==> src/rtl/apb_requester.sv <==
// APB4 requester: turns valid/ready commands into single APB transfers, one outstanding at a time.
// Optional ACCESS-phase timeout abort is built only when APB_TIMEOUT_EN is defined.
module apb_requester #(
    parameter int unsigned ADDR_W         = 16,
    parameter int unsigned DATA_W         = 32,
    parameter int unsigned TIMEOUT_CYCLES = 256
) (
    input  logic                sys_clk,
    input  logic                rst,
    input  logic                cmd_valid,
    output logic                cmd_ready,
    input  logic [ADDR_W-1:0]   cmd_addr,
    input  logic                cmd_write,
    input  logic [DATA_W-1:0]   cmd_wdata,
    input  logic [DATA_W/8-1:0] cmd_strb,
    output logic                rsp_valid,
    input  logic                rsp_ready,
    output logic [DATA_W-1:0]   rsp_rdata,
    output logic                rsp_slverr,
    output logic                rsp_timeout,
    output logic [ADDR_W-1:0]   paddr,
    output logic                pwrite,
    output logic                psel,
    output logic                penable,
    output logic [DATA_W/8-1:0] pstrb,
    output logic [DATA_W-1:0]   pwdata,
    input  logic [DATA_W-1:0]   prdata,
    input  logic                pready,
    input  logic                pslverr
);

    localparam int unsigned STRB_W = DATA_W / 8;

    if ((DATA_W % 8) != 0 || DATA_W == 0) begin : gen_bad_data_w
        $error("apb_requester: DATA_W must be a non-zero multiple of 8");
    end
    if (TIMEOUT_CYCLES < 2) begin : gen_bad_timeout
        $error("apb_requester: TIMEOUT_CYCLES must be >= 2");
    end

    typedef enum logic [1:0] {StIdle, StSetup, StAccess, StResp} state_e;

    state_e              state_q, state_d;
    logic                cmd_ready_q, cmd_ready_d;
    logic                rsp_valid_q, rsp_valid_d;
    logic [DATA_W-1:0]   rsp_rdata_q, rsp_rdata_d;
    logic                rsp_slverr_q, rsp_slverr_d;
    logic [ADDR_W-1:0]   paddr_q, paddr_d;
    logic                pwrite_q, pwrite_d;
    logic                psel_q, psel_d;
    logic                penable_q, penable_d;
    logic [STRB_W-1:0]   pstrb_q, pstrb_d;
    logic [DATA_W-1:0]   pwdata_q, pwdata_d;

`ifdef APB_TIMEOUT_EN
    localparam int unsigned      CNT_W        = $clog2(TIMEOUT_CYCLES) + 1;
    localparam logic [CNT_W-1:0] TIMEOUT_LAST = CNT_W'(TIMEOUT_CYCLES - 1);

    logic [CNT_W-1:0] cnt_q, cnt_d;
    logic             rsp_timeout_q, rsp_timeout_d;
`endif

    always_comb begin
        state_d      = state_q;
        paddr_d      = paddr_q;
        pwrite_d     = pwrite_q;
        pstrb_d      = pstrb_q;
        pwdata_d     = pwdata_q;
        rsp_rdata_d  = rsp_rdata_q;
        rsp_slverr_d = rsp_slverr_q;
`ifdef APB_TIMEOUT_EN
        cnt_d         = cnt_q;
        rsp_timeout_d = rsp_timeout_q;
`endif

        unique case (state_q)
            StIdle: begin
                if (cmd_valid) begin
                    state_d  = StSetup;
                    paddr_d  = cmd_addr;
                    pwrite_d = cmd_write;
                    // Reads drive zero strobes and data on the bus.
                    pstrb_d  = cmd_write ? cmd_strb : '0;
                    pwdata_d = cmd_write ? cmd_wdata : '0;
                end
            end
            StSetup: begin
                state_d = StAccess;
`ifdef APB_TIMEOUT_EN
                cnt_d   = '0;
`endif
            end
            StAccess: begin
                if (pready) begin
                    state_d       = StResp;
                    rsp_rdata_d   = pwrite_q ? '0 : prdata;
                    rsp_slverr_d  = pslverr;
`ifdef APB_TIMEOUT_EN
                    rsp_timeout_d = 1'b0;
`endif
                end
`ifdef APB_TIMEOUT_EN
                // cnt_q counts earlier wait cycles, so this is the last allowed ACCESS cycle.
                else if (cnt_q == TIMEOUT_LAST) begin
                    state_d       = StResp;
                    rsp_rdata_d   = '0;
                    rsp_slverr_d  = 1'b1;
                    rsp_timeout_d = 1'b1;
                end else begin
                    cnt_d = cnt_q + CNT_W'(1);
                end
`endif
            end
            StResp: begin
                if (rsp_ready) begin
                    state_d = StIdle;
                end
            end
            default: state_d = StIdle;
        endcase

        // Outputs are registered, so they are decoded from the next state.
        cmd_ready_d = (state_d == StIdle);
        psel_d      = (state_d == StSetup) || (state_d == StAccess);
        penable_d   = (state_d == StAccess);
        rsp_valid_d = (state_d == StResp);
    end

    always_ff @(posedge sys_clk) begin
        if (rst) begin
            state_q      <= StIdle;
            cmd_ready_q  <= 1'b1;
            rsp_valid_q  <= 1'b0;
            rsp_rdata_q  <= '0;
            rsp_slverr_q <= 1'b0;
            paddr_q      <= '0;
            pwrite_q     <= 1'b0;
            psel_q       <= 1'b0;
            penable_q    <= 1'b0;
            pstrb_q      <= '0;
            pwdata_q     <= '0;
        end else begin
            state_q      <= state_d;
            cmd_ready_q  <= cmd_ready_d;
            rsp_valid_q  <= rsp_valid_d;
            rsp_rdata_q  <= rsp_rdata_d;
            rsp_slverr_q <= rsp_slverr_d;
            paddr_q      <= paddr_d;
            pwrite_q     <= pwrite_d;
            psel_q       <= psel_d;
            penable_q    <= penable_d;
            pstrb_q      <= pstrb_d;
            pwdata_q     <= pwdata_d;
        end
    end

`ifdef APB_TIMEOUT_EN
    always_ff @(posedge sys_clk) begin
        if (rst) begin
            cnt_q         <= '0;
            rsp_timeout_q <= 1'b0;
        end else begin
            cnt_q         <= cnt_d;
            rsp_timeout_q <= rsp_timeout_d;
        end
    end

    assign rsp_timeout = rsp_timeout_q;
`else
    assign rsp_timeout = 1'b0;
`endif

    assign cmd_ready  = cmd_ready_q;
    assign rsp_valid  = rsp_valid_q;
    assign rsp_rdata  = rsp_rdata_q;
    assign rsp_slverr = rsp_slverr_q;
    assign paddr      = paddr_q;
    assign pwrite     = pwrite_q;
    assign psel       = psel_q;
    assign penable    = penable_q;
    assign pstrb      = pstrb_q;
    assign pwdata     = pwdata_q;

endmodule
==> config.mk <==
export PLATFORM = sky130hd
export DESIGN_NAME = apb_requester
export DESIGN_NICKNAME = d
export VERILOG_FILES = /design/src/rtl/apb_requester.sv
export SDC_FILE = /design/constraint.sdc
export NUM_CORES = 1
export LEC_CHECK = 0
export ABC_CLOCK_PERIOD_IN_PS = 1300
export CORE_AREA = 2 2 102 104
export CTS_CLUSTER_SIZE = 40
export DETAILED_ROUTE_END_ITERATION = 10
export DIE_AREA = 0 0 104 106
export PLACE_DENSITY = 0.76
export SLEW_MARGIN = 20
export SYNTH_ARGS = -nofsm -noshare
export SYNTH_HDL_FRONTEND = slang
export SYNTH_SLANG_ARGS = --single-unit
==> constraint.sdc <==
create_clock -name sys_clk -period 1.3 [get_ports sys_clk]
set_input_delay 0.13 -clock sys_clk [delete_from_list [all_inputs] [get_ports sys_clk]]
set_output_delay 0.13 -clock sys_clk [all_outputs]
set_load 0.01 [all_outputs]
==> impl_metrics.csv, run 1 <==
group,metric,value,unit
final_layout,final_cell_area,0.00582,mm2
clock_tree,cts.sinks,92,
clock_tree,cts_max_level,3,
synth,avgSynthCellArea,8.61,um2
synth,synth_top_family_by_area,"simple AND/OR/NAND/NOR gates",
placement,placed_cell_area,0.00539,mm2
timing,fin_crit_sh,103,%
outcome,outcome,"complete, but fails checks",
global_routing,grt_pass1_wl,16300,um
detailed_routing,finalWirelength,11100,um
worst_setup_path,arrival,1.62,ns
timing,rsz0062_at_grt,"true",
timing,finalSetupViolCount,26,
global_routing,grt_usage,18.3,%
clock_tree,hold_buffers,0,
timing,finClkSkew,0.00569,ns
final_layout,area_growth,65.6,%
detailed_routing,detail-route-antenna-nets,0,
clock_tree,cts_buffers,9,
synth,muxShareOfSynthArea,0.285,%
final_layout,seq_area,0.00185,mm2
min_path,hold_path.class,"in2reg",
synth,synth_xor_area_share,0,%
clock_tree,clock_latency,0.35,ns
floorplanning,start_util,35.1,%
final_layout,final_cell_mix,"102 x nand2_1, 90 x dfxtp_1, 90 x dlygate4sd2_1",
clock_tree,tritoncts,"done",
floorplanning,die_h,106,um
placement,place_ws,-0.307,ns
synth,synth_fa_ha_area_share,1.07,%
clock_tree,clk_path_buf_depth,2,
final_layout,multiInputGateArea,0.00153,mm2
floorplanning,ioPinCount,182,
worst_setup_path,required,1.58,ns
pwr,leakagePower,2.42,nW
pwr,powerDensity,1100,mW/mm2
placement,hpwl,6790,um
placement,dp.cells,701,
clock_tree,clk_pin_slew,0.09,ns
timing,setup_ws,-0.0404,ns
floorplanning,core-area,0.0100,mm2
timing,period_needed,1.34,ns
synth,ys.warnings.count,0,
outcome,violations,"negative setup slack",
clock_tree,cts.root.buffer_cell,"clkbuf_8",
detailed_routing,route.detailed.drc,0,
synth,ys_types,21,
global_routing,antenna_found_initial,0,
final_layout,drive_gt1_share,13.1,%
floorplanning,dieArea,0.0110,mm2
synth,ys_seq_area_share,52.5,%
detailed_routing,routed-via-count,3555,
floorplanning,core.rowCount,37,
global_routing,grt_start_max_net_pins,57,
timing,max_freq,746,MHz
detailed_routing,routedWlPerCell,15.3,um
synth,synth_seq_cells,92,
worst_setup_path,cp-start-kind,"register",
floorplanning,die_x,104,um
final_layout,n_antenna_cell,0,
detailed_routing,avgViaCountPerCell,4.91,
detailed_routing,drt_iter0_markers,111,
final_layout,final_common_cell,"nand2_1",
synth,syn_inst,408,
timing,maxSlewViolCount,0,
detailed_routing,first_pass_iters,4,
worst_setup_path,crit_type,"reg2reg",
placement,io_buffers,180,
worst_setup_path,endpoint_kind,"register",
synth,syn_nets,502,
final_layout,fill_cells,927,
timing,hold_violations,0,
synth,yosys.area_share.simple,25.6,%
timing,fin_setup_tns,-0.218,ns
worst_setup_path,critPathMaxFanout,8,
synth,synth_compound_area_share,12.6,%
global_routing,gr-total-overflow,0,
final_layout,fin_cells,724,
global_routing,grt_pass1_vias,3403,
final_layout,layout.nets,677,
synth,synth_area,0.00351,mm2
job,maxCapViolations,0,
pwr,peakVddDrop,666,uV
placement,gp_congestion,0.735,
## state kept, by name (all words and copies together) (netlist names), 2 cells and up
name / count
pstrb: 4
paddr: 16
state_q: 2
rsp_rdata: 32
pwdata: 32
## per-stage QoR
step | power (mW) | hold slack [ns] | util, %
after floorplan | 3.60 | 0.266 | -
after global placement | 4.20 | 0.406 | 53.9
after detailed placement | 4.22 | 0.411 | 53.9
after CTS | 6.35 | 0.0188 | 55.9
after global routing | 6.66 | 0.0405 | 58.2
final | 6.38 | 0.0414 | 58.2
## synth_stat cells
library cell | number | area [um2]
nand2_1 | 104 | 390
dfxtp_1 | 92 | 1840
a21oi_1 | 86 | 430
nand3_1 | 37 | 185
nand3b_1 | 34 | 255
buf_6 | 15 | 169
clkbuf_1 | 13 | 48.8
buf_2 | 7 | 35.0
ha_1 | 3 | 37.5
nor2b_1 | 3 | 18.8
buf_4 | 2 | 15.0
inv_1 | 2 | 7.51
nor2_1 | 2 | 7.51
and3b_1 | 1 | 8.76
conb_1 | 1 | 3.75
mux2i_1 | 1 | 10.0
nor3b_4 | 1 | 18.8
o21a_1 | 1 | 7.51
o21ai_0 | 1 | 5.00
or2_2 | 1 | 6.26
or3b_1 | 1 | 8.76
## metal layers
layer	global-route usage (%)	wire [um]
met5	0	0
met4	8.78	271
met3	5.70	816
met2	31.3	5440
met1	20.9	4550
## kinds of logic (layout without fill, tap and decap cells)
logic type | count (synthesis) | after routing
AO/OA/AOI/OAI | 88 | 88
adder cells (fa/ha/maj) | 3 | 3
buffers and inverters | 39 | 219
flip-flops | 92 | 92
multiplexers | 1 | 1
other | 1 | 1
AND/OR/NAND/NOR | 184 | 184
## area by class of cell
| class | count | share of cell area [%] |
|---|---|---|
| multi-input combinational | 277 | 26.3 |
| tap | 136 | 2.93 |
| timing repair buffer | 201 | 35.0 |
| clock inverter | 6 | 1.51 |
| inverter | 2 | 0.129 |
| clock buffer | 10 | 2.37 |
| sequential | 92 | 31.8 |
## what timing repair did
action | CTS | global route
gates cloned | 2 | 4
pin swaps | 25 | 51
endpoints found under the setup margin | 145 | 83
gates resized for setup | 101 | 37
setup buffers | 1 | 0
## path summary, 6_finish.rpt
kind | from | to | slack, ns | depth (start not counted)
setup / recovery | state_q[0] | rsp_rdata[15] | -0.04 | 5
hold / removal | rst | psel | 0.04 | 2
setup reg to reg | state_q[0] | rsp_rdata[15] | -0.04 | 5
hold reg to reg | pwdata[12] | pwdata[12] | 0.45 | 2
## power breakdown
group	switching, mW	total [mW]	leakage (nW)	internal, mW
clock	1.01	2.15	0.105	1.13
combinational	0.555	1.21	1.56	0.654
sequential	0.0701	3.02	0.750	2.95
## worst max-delay path, cell delays in order (launching register included)
cell       delay (ns)
dfxtp_4          0.38
buf_6            0.11
and3b_2          0.34
clkbuf_16        0.19
nand3b_1         0.08
a21oi_1          0.15
Power figures use the tool's default switching activity.
==> inputs of run 2 (changes only) <==
Settings changed: SLEW_MARGIN 20 to not set.
==> results of run 2 <==
No change in the layout: final DEF, timing and power equal those of run 1.
==> inputs of run 3 (changes only) <==
Settings changed: ABC_CLOCK_PERIOD_IN_PS 1300 to 1200.
Clock period 1.3 ns to 1.2 ns, I/O delays scaled along.
==> impl_metrics.csv, run 3 (synthesis results as in run 1) <==
group,metric,value,unit
outcome,violations,"negative setup slack",
floorplanning,die_h,106,um
detailed_routing,detail-route-antenna-nets,0,
final_layout,n_antenna_cell,0,
final_layout,fin_util,59.4,%
worst_setup_path,critPathMaxFanout,36,
clock_tree,tritoncts,"done",
timing,finClkSkew,0.0130,ns
pwr,powerDensity,1100,mW/mm2
global_routing,gr-total-overflow,0,
placement,dp.cells,701,
min_path,hold_path.class,"in2reg",
clock_tree,cts_max_level,3,
final_layout,final_cell_area,0.00594,mm2
floorplanning,die_x,104,um
global_routing,grt_pass1_vias,3528,
worst_setup_path,endpoint_kind,"register",
timing,max_freq,740,MHz
final_layout,drive_gt1_share,16.5,%
timing,setup_ws,-0.151,ns
global_routing,gr-usage-met1,22.1,%
global_routing,grt_use_met3,5.70,%
clock_tree,clk_path_buf_depth,2,
floorplanning,dieArea,0.0110,mm2
final_layout,fin_cells,730,
global_routing,grt.busiest_layer,"met2",
detailed_routing,avgViaCountPerCell,4.85,
final_layout,area_growth,69.1,%
placement,placed_cell_area,0.00542,mm2
clock_tree,cts.sinks,92,
pwr,leakagePower,2.49,nW
timing,fin_setup_tns,-8.15,ns
global_routing,grt_pass1_wl,17500,um
placement,io_buffers,180,
clock_tree,clk_pin_slew,0.10,ns
worst_setup_path,arrival,1.57,ns
detailed_routing,finalWirelength,11200,um
timing,period_needed,1.35,ns
pwr,peakVddDrop,712,uV
clock_tree,cts.root.buffer_cell,"clkbuf_8",
job,maxCapViolations,0,
global_routing,grt_usage,19.5,%
worst_setup_path,required,1.42,ns
worst_setup_path,crit_type,"reg2reg",
detailed_routing,route.detailed.drc,0,
final_layout,fill_cells,915,
timing,hold_violations,0,
timing,finalSetupViolCount,74,
timing,worst_hold_slack,0.181,ns
clock_tree,cts_buffers,9,
detailed_routing,routed-via-count,3540,
placement,gp_congestion,0.736,
outcome,outcome,"complete, but fails checks",
detailed_routing,drt_iter0_markers,131,
global_routing,antenna_found_initial,0,
floorplanning,start_util,35.1,%
global_routing,grt_start_max_net_pins,38,
detailed_routing,routedWlPerCell,15.4,um
global_routing,met2_usage,35.7,%
timing,rsz0062_at_grt,"true",
timing,maxSlewViolCount,0,
placement,hpwl,7040,um
detailed_routing,first_pass_iters,5,
clock_tree,hold_buffers,0,
floorplanning,core.rowCount,37,
floorplanning,core-area,0.0100,mm2
timing,fin_crit_sh,113,%
final_layout,layout.nets,683,
final_layout,final_cell_mix,"90 x dfxtp_1, 90 x dlygate4sd2_1, 89 x clkdlybuf4s50_1",
floorplanning,ioPinCount,182,
clock_tree,clock_latency,0.35,ns
worst_setup_path,cp-start-kind,"register",
-- run 3: cell type report --
type,instances,area [um2],area share [%]
sequential,92,1850,31.1
inverter,2,7.51,0.126
multi-input combinational,277,1600,26.9
tap,136,170,2.87
clock inverter,5,36.3,0.611
timing repair buffer,207,2140,36.1
clock buffer,11,131,2.21
-- run 3: worst paths after layout --
| path | cells after the start | endpoint | slack, ns | startpoint |
|---|---|---|---|---|
| hold / removal | 2 | paddr[1] | 0.18 | rst |
| setup / recovery | 5 | paddr[13] | -0.15 | state_q[0] |
| hold reg to reg | 2 | pwdata[22] | 0.45 | pwdata[22] |
| setup reg to reg | 5 | paddr[13] | -0.15 | state_q[0] |
-- run 3: repair_timing --
item,CTS,global route
cloned,7,1
buffers inserted,7,0
hold endpoints to repair,0,0
pin swaps,46,15
setup endpoints to repair,180,90
gates resized for setup,129,35
-- run 3: metal layers --
layer | up-vias | wire [um]
met3 | 11 | 675
met4 | 0 | 97
met1 | 1689 | 4540
met5 | - | 0
li1 | 1718 | -
met2 | 122 | 5930
-- run 3: power by group --
part	switching (mW)	total, mW	leakage (nW)	internal, mW
combinational	0.643	1.42	1.66	0.775
sequential	0.0745	3.27	0.750	3.20
clock	1.08	1.84	0.0760	0.760
-- run 3: metrics by stage --
step                      worst slack, ns  power, mW
after global placement             -0.413       4.56
after detailed placement           -0.448       4.59
after CTS                          -0.132       6.56
after global routing               -0.188       6.84
final                              -0.151       6.54
after floorplan                   -0.0841       3.90
-- run 3: worst max-delay path: stages (launching register included) --
cell and delay (ns):
dfxtp_2 0.33, buf_4 0.14, or3b_4 0.42, buf_12 0.19, nand2_1 0.10, a21oi_2 0.05
